$ cat src/rtl/instr_fetch_unit_if.sv
// Fetch-side bus bundle: instruction-memory request/response channel and
// the instruction stream handed to decode.
interface instr_fetch_unit_if #(
  parameter int XLEN = 32
);

  logic            imem_req_valid;
  logic            imem_req_ready;
  logic [XLEN-1:0] imem_addr;
  logic            imem_rsp_valid;
  logic [XLEN-1:0] imem_rsp_data;

  logic            inst_valid;
  logic            inst_ready;
  logic [XLEN-1:0] inst_data;
  logic [XLEN-1:0] inst_pc;

  // Fetch unit side: drives requests and the decode stream.
  modport master (
    output imem_req_valid,
    output imem_addr,
    input  imem_req_ready,
    input  imem_rsp_valid,
    input  imem_rsp_data,
    output inst_valid,
    output inst_data,
    output inst_pc,
    input  inst_ready
  );

  // Memory/decode side: answers requests and consumes instructions.
  modport slave (
    input  imem_req_valid,
    input  imem_addr,
    output imem_req_ready,
    output imem_rsp_valid,
    output imem_rsp_data,
    input  inst_valid,
    input  inst_data,
    input  inst_pc,
    output inst_ready
  );

endinterface

$ cat src/rtl/instr_fetch_unit.sv
// Instruction fetch stage: program counter, single-outstanding instruction
// memory reads, a 2-entry {pc, word} buffer towards decode, and redirect /
// wrong-path flushing driven by the branch-resolution signals from execute.
module instr_fetch_unit #(
  parameter int              XLEN     = 32,
  parameter logic [XLEN-1:0] RESET_PC = '0
) (
  input  logic               clock,
  input  logic               reset_n,
  input  logic               br_valid,
  input  logic               PCAsrc,
  input  logic               PCBsrc,
  input  logic [XLEN-1:0]    br_pc,
  input  logic [XLEN-1:0]    br_rs1,
  input  logic [XLEN-1:0]    br_imm,
  instr_fetch_unit_if.master bus,
  output logic               fault,
  output logic [XLEN-1:0]    fault_pc
);

  localparam logic [XLEN-1:0] PC_STEP = XLEN'(4);

  typedef enum logic [1:0] {
    IDLE,
    WAIT,
    DROP,
    HALT
  } state_t;

  state_t          state_q, state_d;

  logic [XLEN-1:0] pc_q, pc_d;
  logic            req_valid_q, req_valid_d;
  logic [XLEN-1:0] req_pc_q, req_pc_d;

  logic            head_vld_q, head_vld_d;
  logic [XLEN-1:0] head_pc_q, head_pc_d;
  logic [XLEN-1:0] head_data_q, head_data_d;
  logic            tail_vld_q, tail_vld_d;
  logic [XLEN-1:0] tail_pc_q, tail_pc_d;
  logic [XLEN-1:0] tail_data_q, tail_data_d;

  logic            fault_q, fault_d;
  logic [XLEN-1:0] fault_pc_q, fault_pc_d;

  logic            redirect;
  logic [XLEN-1:0] target_base;
  logic [XLEN-1:0] target_sum;
  logic [XLEN-1:0] target;
  logic            handshake;
  logic            pop;
  logic            push;

  // Once halted on a fault, further redirects are ignored until reset.
  assign redirect    = br_valid & PCAsrc & (state_q != HALT);
  assign target_base = PCBsrc ? br_rs1 : br_pc;
  assign target_sum  = target_base + br_imm;
  assign target      = PCBsrc ? {target_sum[XLEN-1:1], 1'b0} : target_sum;

  // req_valid_q can only be high in IDLE, so this is the accepted request.
  assign handshake   = req_valid_q & bus.imem_req_ready;
  assign pop         = head_vld_q & bus.inst_ready;

  // Next-state, PC, buffer and fault computation; redirect outranks the
  // memory response, which outranks a decode pop.
  always_comb begin
    state_d     = state_q;
    pc_d        = pc_q;
    req_pc_d    = req_pc_q;
    head_vld_d  = head_vld_q;
    head_pc_d   = head_pc_q;
    head_data_d = head_data_q;
    tail_vld_d  = tail_vld_q;
    tail_pc_d   = tail_pc_q;
    tail_data_d = tail_data_q;
    fault_d     = fault_q;
    fault_pc_d  = fault_pc_q;
    push        = 1'b0;

    if (redirect) begin
      head_vld_d = 1'b0;
      tail_vld_d = 1'b0;
      if (target[1]) begin
        state_d    = HALT;
        fault_d    = 1'b1;
        fault_pc_d = target;
      end else begin
        pc_d = target;
        case (state_q)
          IDLE:       state_d = handshake ? DROP : IDLE;
          WAIT, DROP: state_d = bus.imem_rsp_valid ? IDLE : DROP;
          default:    state_d = state_q;
        endcase
      end
    end else begin
      case (state_q)
        IDLE: begin
          if (handshake) begin
            state_d  = WAIT;
            req_pc_d = pc_q;
            pc_d     = pc_q + PC_STEP;
          end
        end
        WAIT: begin
          if (bus.imem_rsp_valid) begin
            state_d = IDLE;
            push    = 1'b1;
          end
        end
        DROP: begin
          if (bus.imem_rsp_valid) begin
            state_d = IDLE;
          end
        end
        default: state_d = state_q;
      endcase

      if (push && pop) begin
        if (tail_vld_q) begin
          head_pc_d   = tail_pc_q;
          head_data_d = tail_data_q;
          tail_pc_d   = req_pc_q;
          tail_data_d = bus.imem_rsp_data;
        end else begin
          head_pc_d   = req_pc_q;
          head_data_d = bus.imem_rsp_data;
        end
      end else if (pop) begin
        head_vld_d  = tail_vld_q;
        head_pc_d   = tail_pc_q;
        head_data_d = tail_data_q;
        tail_vld_d  = 1'b0;
      end else if (push) begin
        if (!head_vld_q) begin
          head_vld_d  = 1'b1;
          head_pc_d   = req_pc_q;
          head_data_d = bus.imem_rsp_data;
        end else begin
          tail_vld_d  = 1'b1;
          tail_pc_d   = req_pc_q;
          tail_data_d = bus.imem_rsp_data;
        end
      end
    end

    // With nothing outstanding in IDLE, a free tail slot means room.
    req_valid_d = (state_d == IDLE) && !tail_vld_d;
  end

  // FSM state register.
  always_ff @(posedge clock or negedge reset_n) begin
    if (!reset_n) begin
      state_q <= IDLE;
    end else begin
      state_q <= state_d;
    end
  end

  // Datapath registers: PC, request, buffer entries and fault capture.
  always_ff @(posedge clock or negedge reset_n) begin
    if (!reset_n) begin
      pc_q        <= RESET_PC;
      req_valid_q <= 1'b0;
      req_pc_q    <= '0;
      head_vld_q  <= 1'b0;
      head_pc_q   <= '0;
      head_data_q <= '0;
      tail_vld_q  <= 1'b0;
      tail_pc_q   <= '0;
      tail_data_q <= '0;
      fault_q     <= 1'b0;
      fault_pc_q  <= '0;
    end else begin
      pc_q        <= pc_d;
      req_valid_q <= req_valid_d;
      req_pc_q    <= req_pc_d;
      head_vld_q  <= head_vld_d;
      head_pc_q   <= head_pc_d;
      head_data_q <= head_data_d;
      tail_vld_q  <= tail_vld_d;
      tail_pc_q   <= tail_pc_d;
      tail_data_q <= tail_data_d;
      fault_q     <= fault_d;
      fault_pc_q  <= fault_pc_d;
    end
  end

  assign bus.imem_req_valid = req_valid_q;
  assign bus.imem_addr      = pc_q;
  assign bus.inst_valid     = head_vld_q;
  assign bus.inst_pc        = head_pc_q;
  assign bus.inst_data      = head_data_q;
  assign fault              = fault_q;
  assign fault_pc           = fault_pc_q;

endmodule
$ cat src/flat_wrapper.sv
// flat-port wrapper written by rule: the top's interface ports become plain ports
module instr_fetch_unit_flat 
#(
  parameter int              XLEN     = 32,
  parameter logic [XLEN-1:0] RESET_PC = '0
)
  (clock, reset_n, br_valid, PCAsrc, PCBsrc, br_pc, br_rs1, br_imm, fault, fault_pc, bus_imem_req_valid, bus_imem_addr, bus_imem_req_ready, bus_imem_rsp_valid, bus_imem_rsp_data, bus_inst_valid, bus_inst_data, bus_inst_pc, bus_inst_ready);
  instr_fetch_unit_if #(.XLEN(XLEN)) bus_i ();
  input  logic clock;
  input  logic reset_n;
  input  logic br_valid;
  input  logic PCAsrc;
  input  logic PCBsrc;
  input  logic [XLEN-1:0] br_pc;
  input  logic [XLEN-1:0] br_rs1;
  input  logic [XLEN-1:0] br_imm;
  output logic fault;
  output logic [XLEN-1:0] fault_pc;
  output wire logic [$bits(bus_i.imem_req_valid)-1:0] bus_imem_req_valid;
  output wire logic [$bits(bus_i.imem_addr)-1:0] bus_imem_addr;
  input wire logic [$bits(bus_i.imem_req_ready)-1:0] bus_imem_req_ready;
  input wire logic [$bits(bus_i.imem_rsp_valid)-1:0] bus_imem_rsp_valid;
  input wire logic [$bits(bus_i.imem_rsp_data)-1:0] bus_imem_rsp_data;
  output wire logic [$bits(bus_i.inst_valid)-1:0] bus_inst_valid;
  output wire logic [$bits(bus_i.inst_data)-1:0] bus_inst_data;
  output wire logic [$bits(bus_i.inst_pc)-1:0] bus_inst_pc;
  input wire logic [$bits(bus_i.inst_ready)-1:0] bus_inst_ready;
  assign bus_imem_req_valid = bus_i.imem_req_valid;
  assign bus_imem_addr = bus_i.imem_addr;
  assign bus_i.imem_req_ready = bus_imem_req_ready;
  assign bus_i.imem_rsp_valid = bus_imem_rsp_valid;
  assign bus_i.imem_rsp_data = bus_imem_rsp_data;
  assign bus_inst_valid = bus_i.inst_valid;
  assign bus_inst_data = bus_i.inst_data;
  assign bus_inst_pc = bus_i.inst_pc;
  assign bus_i.inst_ready = bus_inst_ready;
  instr_fetch_unit #(.XLEN(XLEN), .RESET_PC(RESET_PC)) u_core (.clock(clock), .reset_n(reset_n), .br_valid(br_valid), .PCAsrc(PCAsrc), .PCBsrc(PCBsrc), .br_pc(br_pc), .br_rs1(br_rs1), .br_imm(br_imm), .bus(bus_i), .fault(fault), .fault_pc(fault_pc));
endmodule
$ cat config.mk
export PLATFORM = sky130hd
export DESIGN_NAME = instr_fetch_unit_flat
export DESIGN_NICKNAME = d
export VERILOG_FILES = /design/src/rtl/instr_fetch_unit_if.sv /design/src/rtl/instr_fetch_unit.sv /design/src/flat_wrapper.sv
export SDC_FILE = /design/constraint.sdc
export NUM_CORES = 1
export LEC_CHECK = 0
export CAP_MARGIN = 15
export CORE_ASPECT_RATIO = 1.75
export CORE_UTILIZATION = 50
export CTS_CLUSTER_DIAMETER = 100
export DETAILED_ROUTE_END_ITERATION = 8
export MAX_ROUTING_LAYER = met4
export PLACE_DENSITY = 0.8
export SLEW_MARGIN = 20
export SYNTH_ARGS = -nofsm -noshare
export SYNTH_HDL_FRONTEND = slang
export SYNTH_SLANG_ARGS = --single-unit
$ cat constraint.sdc
create_clock -name clock -period 5.1 [get_ports clock]
set_clock_uncertainty 0.2 [all_clocks]
set_input_delay 1.02 -clock clock [delete_from_list [all_inputs] [get_ports clock]]
set_output_delay 1.02 -clock clock [all_outputs]
set_load 0.01 [all_outputs]
# Yosys cells after proc, flatten, opt, wreduce, memory -nomap -nowiden
# Index checks and enable logic that the tools add are counted.
[word_totals]
elab_cells = 91
output_inout_bits = 131
in_bits = 136
reg_bits = 230
[op_classes]
n_mux = 46
n_reduce_logical = 18
eq_ne = 8
n_bitwise = 5
n_addsub = 2
[ops]
columns = ["operator", "count"]
rows = [
  ["32-bit 2-to-1 mux", 25],
  ["32-bit by 3-bit adder with 32-bit output (second input constant)", 1],
  ["32-bit adder", 1],
  ["1-bit 2-to-1 mux", 13],
  ["2-bit 2-to-1 mux", 6],
  ["3-bit AND reduction", 3],
  ["2-bit one-hot mux with 2 select lines", 2],
  ["2-bit nonzero test", 4],
  ["2-bit != test (second input constant)", 3],
  ["3-bit nonzero test", 2],
  ["5-bit AND reduction", 1],
  ["1-bit AND", 4],
  ["2-bit zero test", 2],
  ["2-bit by 1-bit != test with 1-bit output (second input constant)", 2],
  ["2-bit AND reduction", 2],
  ["3-bit != test (second input constant)", 1],
  ["2-bit by 1-bit equality test with 1-bit output (second input constant)", 1],
  ["2-bit equality test (second input constant)", 1],
  ["1-bit logical AND", 2],
  ["2-bit OR reduction", 1],
  ["1-bit zero test", 1],
  ["1-bit NOT", 1],
]

# Depth between registers and ports, before layout
[logic_depth]
ltp_word = 9
depth_mapped = 14
ltp_nobuf = 12

# Worst setup path before layout
# OpenSTA, ideal clock, no wires.
[synth_timing]
kind = "input -> register"
startpoint = "input PCBsrc"
endpoint = "register u_core.pc_q[30] (netlist: u_core.bus.imem_addr[30])"
path_buffers = 2
setup_time_ps = 135
slack_ps = 1018
t_arrival_ps = 3747
required_ps = 4765
cell_stages = 14
cell_sequence = "clkbuf_1 -> clkbuf_1 -> mux2_2 -> ha_1 -> inv_1 -> fa_1 -> nand2b_1 -> a21oi_1 -> o2111ai_1 -> a2111o_1 -> nand4_1 -> a31oi_1 -> xnor2_1 -> o22ai_1"
[synth_via]
elab_chain_cells = 4
word_cells_on_any_way = 6
classes_between = "add/sub: 1; eq/ne: 1; mux: 3; reduce/logical: 1"
[synth_rtl]
columns = ["element", "line_no", "source"]
rows = [
  ["from (decl)", "flat_wrapper.sv:13", "input logic PCBsrc;"],
  ["32-bit 2-to-1 mux *", "instr_fetch_unit.sv:56", "assign target_base = PCBsrc ? br_rs1 : br_pc;"],
  ["32-bit adder *", "instr_fetch_unit.sv:57", "assign target_sum = target_base + br_imm;"],
  ["2-bit != test (no line) / 32-bit 2-to-1 mux (equally long branches)", "-", ""],
  ["3-bit AND reduction (no line) / 32-bit 2-to-1 mux (equally long branches)", "-", ""],
  ["to (signal assigned)", "instr_fetch_unit.sv:174", "pc_q <= pc_d;"],
  ["to (decl)", "instr_fetch_unit.sv:32", "logic [XLEN-1:0] pc_q, pc_d;"],
]
# Every way passes the cells marked *; elsewhere a longest branch is shown, timed or not. The select of a mux whose other input is x is not followed.
# A chain may end at the register's enable or synchronous reset.

# Worst setup path after layout
[layout_timing]
startpoint = "input PCBsrc"
endpoint = "register u_core.fault_pc_q[25] (netlist: u_core.fault_pc[25])"
[layout_via]
elab_chain_cells = 3
[layout_rtl]
columns = ["element", "line_no", "source"]
rows = [
  ["32-bit 2-to-1 mux *", "instr_fetch_unit.sv:56", ""],
  ["32-bit adder *", "instr_fetch_unit.sv:57", ""],
  ["2-bit AND reduction (no line)", "-", ""],
  ["to (signal assigned)", "instr_fetch_unit.sv:184", "fault_pc_q <= fault_pc_d;"],
  ["to (decl)", "instr_fetch_unit.sv:44", "logic [XLEN-1:0] fault_pc_q, fault_pc_d;"],
]
# Every way passes the cells marked *; elsewhere a longest branch is shown, timed or not.

==> flow_summary_export.csv <==
group,metric,value,unit
clocking,cts_tree,"yes",
synth,synth_common_cells,"225 x dfrtp_1, 164 x nand2_1, 131 x a21oi_1",
floorplan,die_area,0.0241,mm2
sta,grt_setup_unrepaired,"false",
synth,synth-seq-area-share,0.481,
layout,n_fill_cell,1847,
clocking,cts-root-buf,"clkbuf_16",
placement,hpwl,22.5,mm
critical_path,critPathTopFamily,"compound AO/OA/AOI/OAI gates",
power,leakage,7.06,nW
clocking,clockBufferDepth,3,
sta,tns,0,ps
synth,syn-cell-area,0.0117,mm2
sta,max_freq,237,MHz
power,powerDensity,522,mW/mm2
critical_path,cp.required,5270,ps
clocking,htree_num_levels,1,
global_routing,grt_max_degree,128,
clocking,hold_buffers,0,
synth,synth-edff-count,0,
placement,dp_cells,1707,
floorplan,die_h,204,um
layout,multiInputGateArea,0.00578,mm2
global_routing,grt_pass1_vias,9940,
floorplan,dieWidth,118,um
routing,drtIter0Drc,627,
synth,yosysUniqueCellTypes,67,
critical_path,critPathMaxFanout,19,
min_path,hold_path.class,"register to register",
critical_path,cpMaxStageDelayCell,"clkdlybuf4s50_1",
clocking,clock_sinks,225,
clocking,cts_buffers,21,
routing,wirelength,30.3,mm
layout,nets,1603,
clocking,post_cts_buffers,0,
clocking,cts_resized,0,
floorplan,rows,73,
synth,synthFlopType,"dfrtp_1",
sta,worst_slew_pin_slew,972,ps
status,status,"finished clean",
routing,drt_first_pass_iters,5,
layout,areaGrowthSynthToFinish,30.7,%
critical_path,critPathBufInv,3,
global_routing,gr-total-overflow,0,
sta,post-route-period-util,0.826,
critical_path,critPathMostFrequentCell,"a31oi_1",
routing,vias,9773,
global_routing,grt_usage,0.262,
global_routing,grt_pass1_wl,49.6,mm
routing,drc,0,
floorplan,fp.coreArea,0.0228,mm2
critical_path,slowest_delay,490,ps
critical_path,critPathKind,"input pin to register",
synth,synth_top_area_frac,0.481,
sta,finalMaxSlewViolations,0,
synth,synthTopCellsByArea,"dfrtp_1 48%, mux2_2 9.0%, mux2i_1 6.0%",
placement,gp_congestion,0.941,
synth,synth_most_common_cell,"dfrtp_1",
layout,regArea,0.00563,mm2
critical_path,worstPathArrival,4380,ps
run,max_cap_viol_count,0,
synth,avgSynthCellArea,9.85,um2
critical_path,cp-start-kind,"input pin",
synth,synth-seq-cells,225,
power,ir_worst_vdd,280,uV
clocking,path_clk_slew,70,ps
synth,yosys.area.top_type,"dfrtp_1",
global_routing,antenna_found_initial,0,
routing,ant_nets,0,
critical_path,path_cells,"clkdlybuf4s50_1 -> buf_4 -> mux2i_1 -> inv_1 -> ha_1 -> a211oi_1 -> o211ai_2 -> a31oi_1 -> a31oi_1 -> o211ai_1 -> and2_1 -> xor2_1 -> o21ai_0",
sta,setup_violations,0,
synth,yosys_warnings,0,
layout,fin_cells,1742,
critical_path,critPathCaptureType,"register",
synth,postSynth.asyncResetShare,1.00,
placement,io_buffers,264,
sta,max_slew_margin,0.352,
sta,fin_crit,4210,ps
layout,n_antenna_cell,0,
floorplan,ioPinCount,267,
layout,layout-drive-gt1-share,0.110,
sta,final_hold_viol_count,0,
synth,syn_inst,1188,
routing,post_drt_wl_per_cell,17.4,um
clocking,insertion_delay,500,ps
floorplan,start_util,0.513,
routing,vias_per_cell,5.61,
==> layer usage <==
metal,track usage,share of wire
met1,0.281,0.38
met2,0.474,0.53
met3,0.0268,0.041
met4,0.139,0.052
met5,-,0
==> where the power goes <==
| part | internal (mW) | switching [mW] | leakage [nW] | total, mW |
|---|---|---|---|---|
| Clock | 0.803 | 0.657 | 0.302 | 1.46 |
| Combinational | 1.73 | 1.60 | 4.00 | 3.33 |
| Sequential | 2.58 | 0.610 | 2.76 | 3.19 |
==> flip-flops by register name (all words and copies together) (netlist names), 2 cells and up <==
signal	cells
u_core.tail_data_q	32
u_core.tail_pc_q	31
u_core.req_pc_q	31
u_core.fault_pc	32
u_core.bus.imem_addr	31
u_core.bus.inst_data	32
u_core.bus.inst_pc	31
u_core.state_q	2
==> kinds of logic (layout without fill, tap and decap cells) <==
group | after synthesis | after routing | share of synthesized area
flip-flops | 225 | 225 | 0.481
adder cells (fa/ha/maj) | 37 | 37 | 0.0402
multiplexers | 164 | 164 | 0.150
AO/OA/AOI/OAI | 279 | 279 | 0.138
AND/OR/NAND/NOR | 373 | 373 | 0.141
buffers and inverters | 80 | 333 | 0.0277
XOR/XNOR | 29 | 29 | 0.0217
other | 1 | 2 | 0.000320
==> metrics by stage <==
step	util	power [mW]	area (um2)	setup slack [ps]	hold WS, ps
finish	0.670	7.98	15300	888	284
global route	0.670	8.50	15300	706	309
CTS	0.670	8.04	15300	903	285
detailed placement	0.642	6.53	14700	381	272
global placement	0.642	6.43	14700	512	262
floorplan	-	4.79	11700	1020	264
==> worst reg2reg max path, stage by stage, from the launching register on <==
cell and delay, ps:
dfrtp_1 420, ha_1 270, nor2_2 110, buf_4 310, or3_2 650, buf_12 340, mux2_2 380
==> layout make-up <==
| type | count | share of cell area |
|---|---|---|
| Tap cell | 300 | 0.0245 |
| Clock buffer | 29 | 0.0383 |
| Multi-Input combinational cell | 884 | 0.378 |
| Clock inverter | 6 | 0.00254 |
| Sequential cell | 225 | 0.368 |
| Timing Repair Buffer | 279 | 0.184 |
| Inverter | 19 | 0.00466 |
==> path summary, 6_finish.rpt <==
kind | from | end | slack [ps] | cells after the start
max reg2reg | u_core.state_q[0] | u_core.tail_data_q[0] | 2290 | 6
min | u_core.fault_pc[2] | u_core.fault_pc[2] | 280 | 2
min reg2reg | u_core.fault_pc[2] | u_core.fault_pc[2] | 280 | 2
max in group asynchronous | reset_n | u_core.bus.inst_data[30] | 3310 | 2
min in group asynchronous | reset_n | u_core.bus.imem_req_valid | 390 | 1
max | PCBsrc | u_core.fault_pc[25] | 890 | 13
==> cell usage in the layout, fill, tap and decap left out, types with 4 or more instances in the layout <==
| cell type | n |
|---|---|
| a21oi_1 | 131 |
| a21o_1 | 7 |
| nand2b_1 | 8 |
| nand4_1 | 12 |
| nand2_1 | 164 |
| clkdlybuf4s50_1 | 263 |
| o211ai_1 | 8 |
| dfrtp_1 | 225 |
| clkbuf_16 | 21 |
| inv_1 | 19 |
| o22ai_1 | 5 |
| o21a_1 | 4 |
| nand3_1 | 18 |
| mux2_2 | 94 |
| o21ai_0 | 70 |
| xor2_1 | 10 |
| and2_1 | 7 |
| o31ai_1 | 4 |
| buf_12 | 4 |
| ha_1 | 36 |
| clkbuf_1 | 5 |
| nor2_1 | 107 |
| o21bai_1 | 5 |
| nor3b_1 | 4 |
| and3_1 | 8 |
| xnor2_1 | 19 |
| mux2i_1 | 70 |
| buf_4 | 11 |
| a211oi_1 | 9 |
| nor2b_1 | 4 |
| nor3_1 | 21 |
| a31oi_1 | 7 |
No activity file was read; power rests on OpenSTA's default activity.
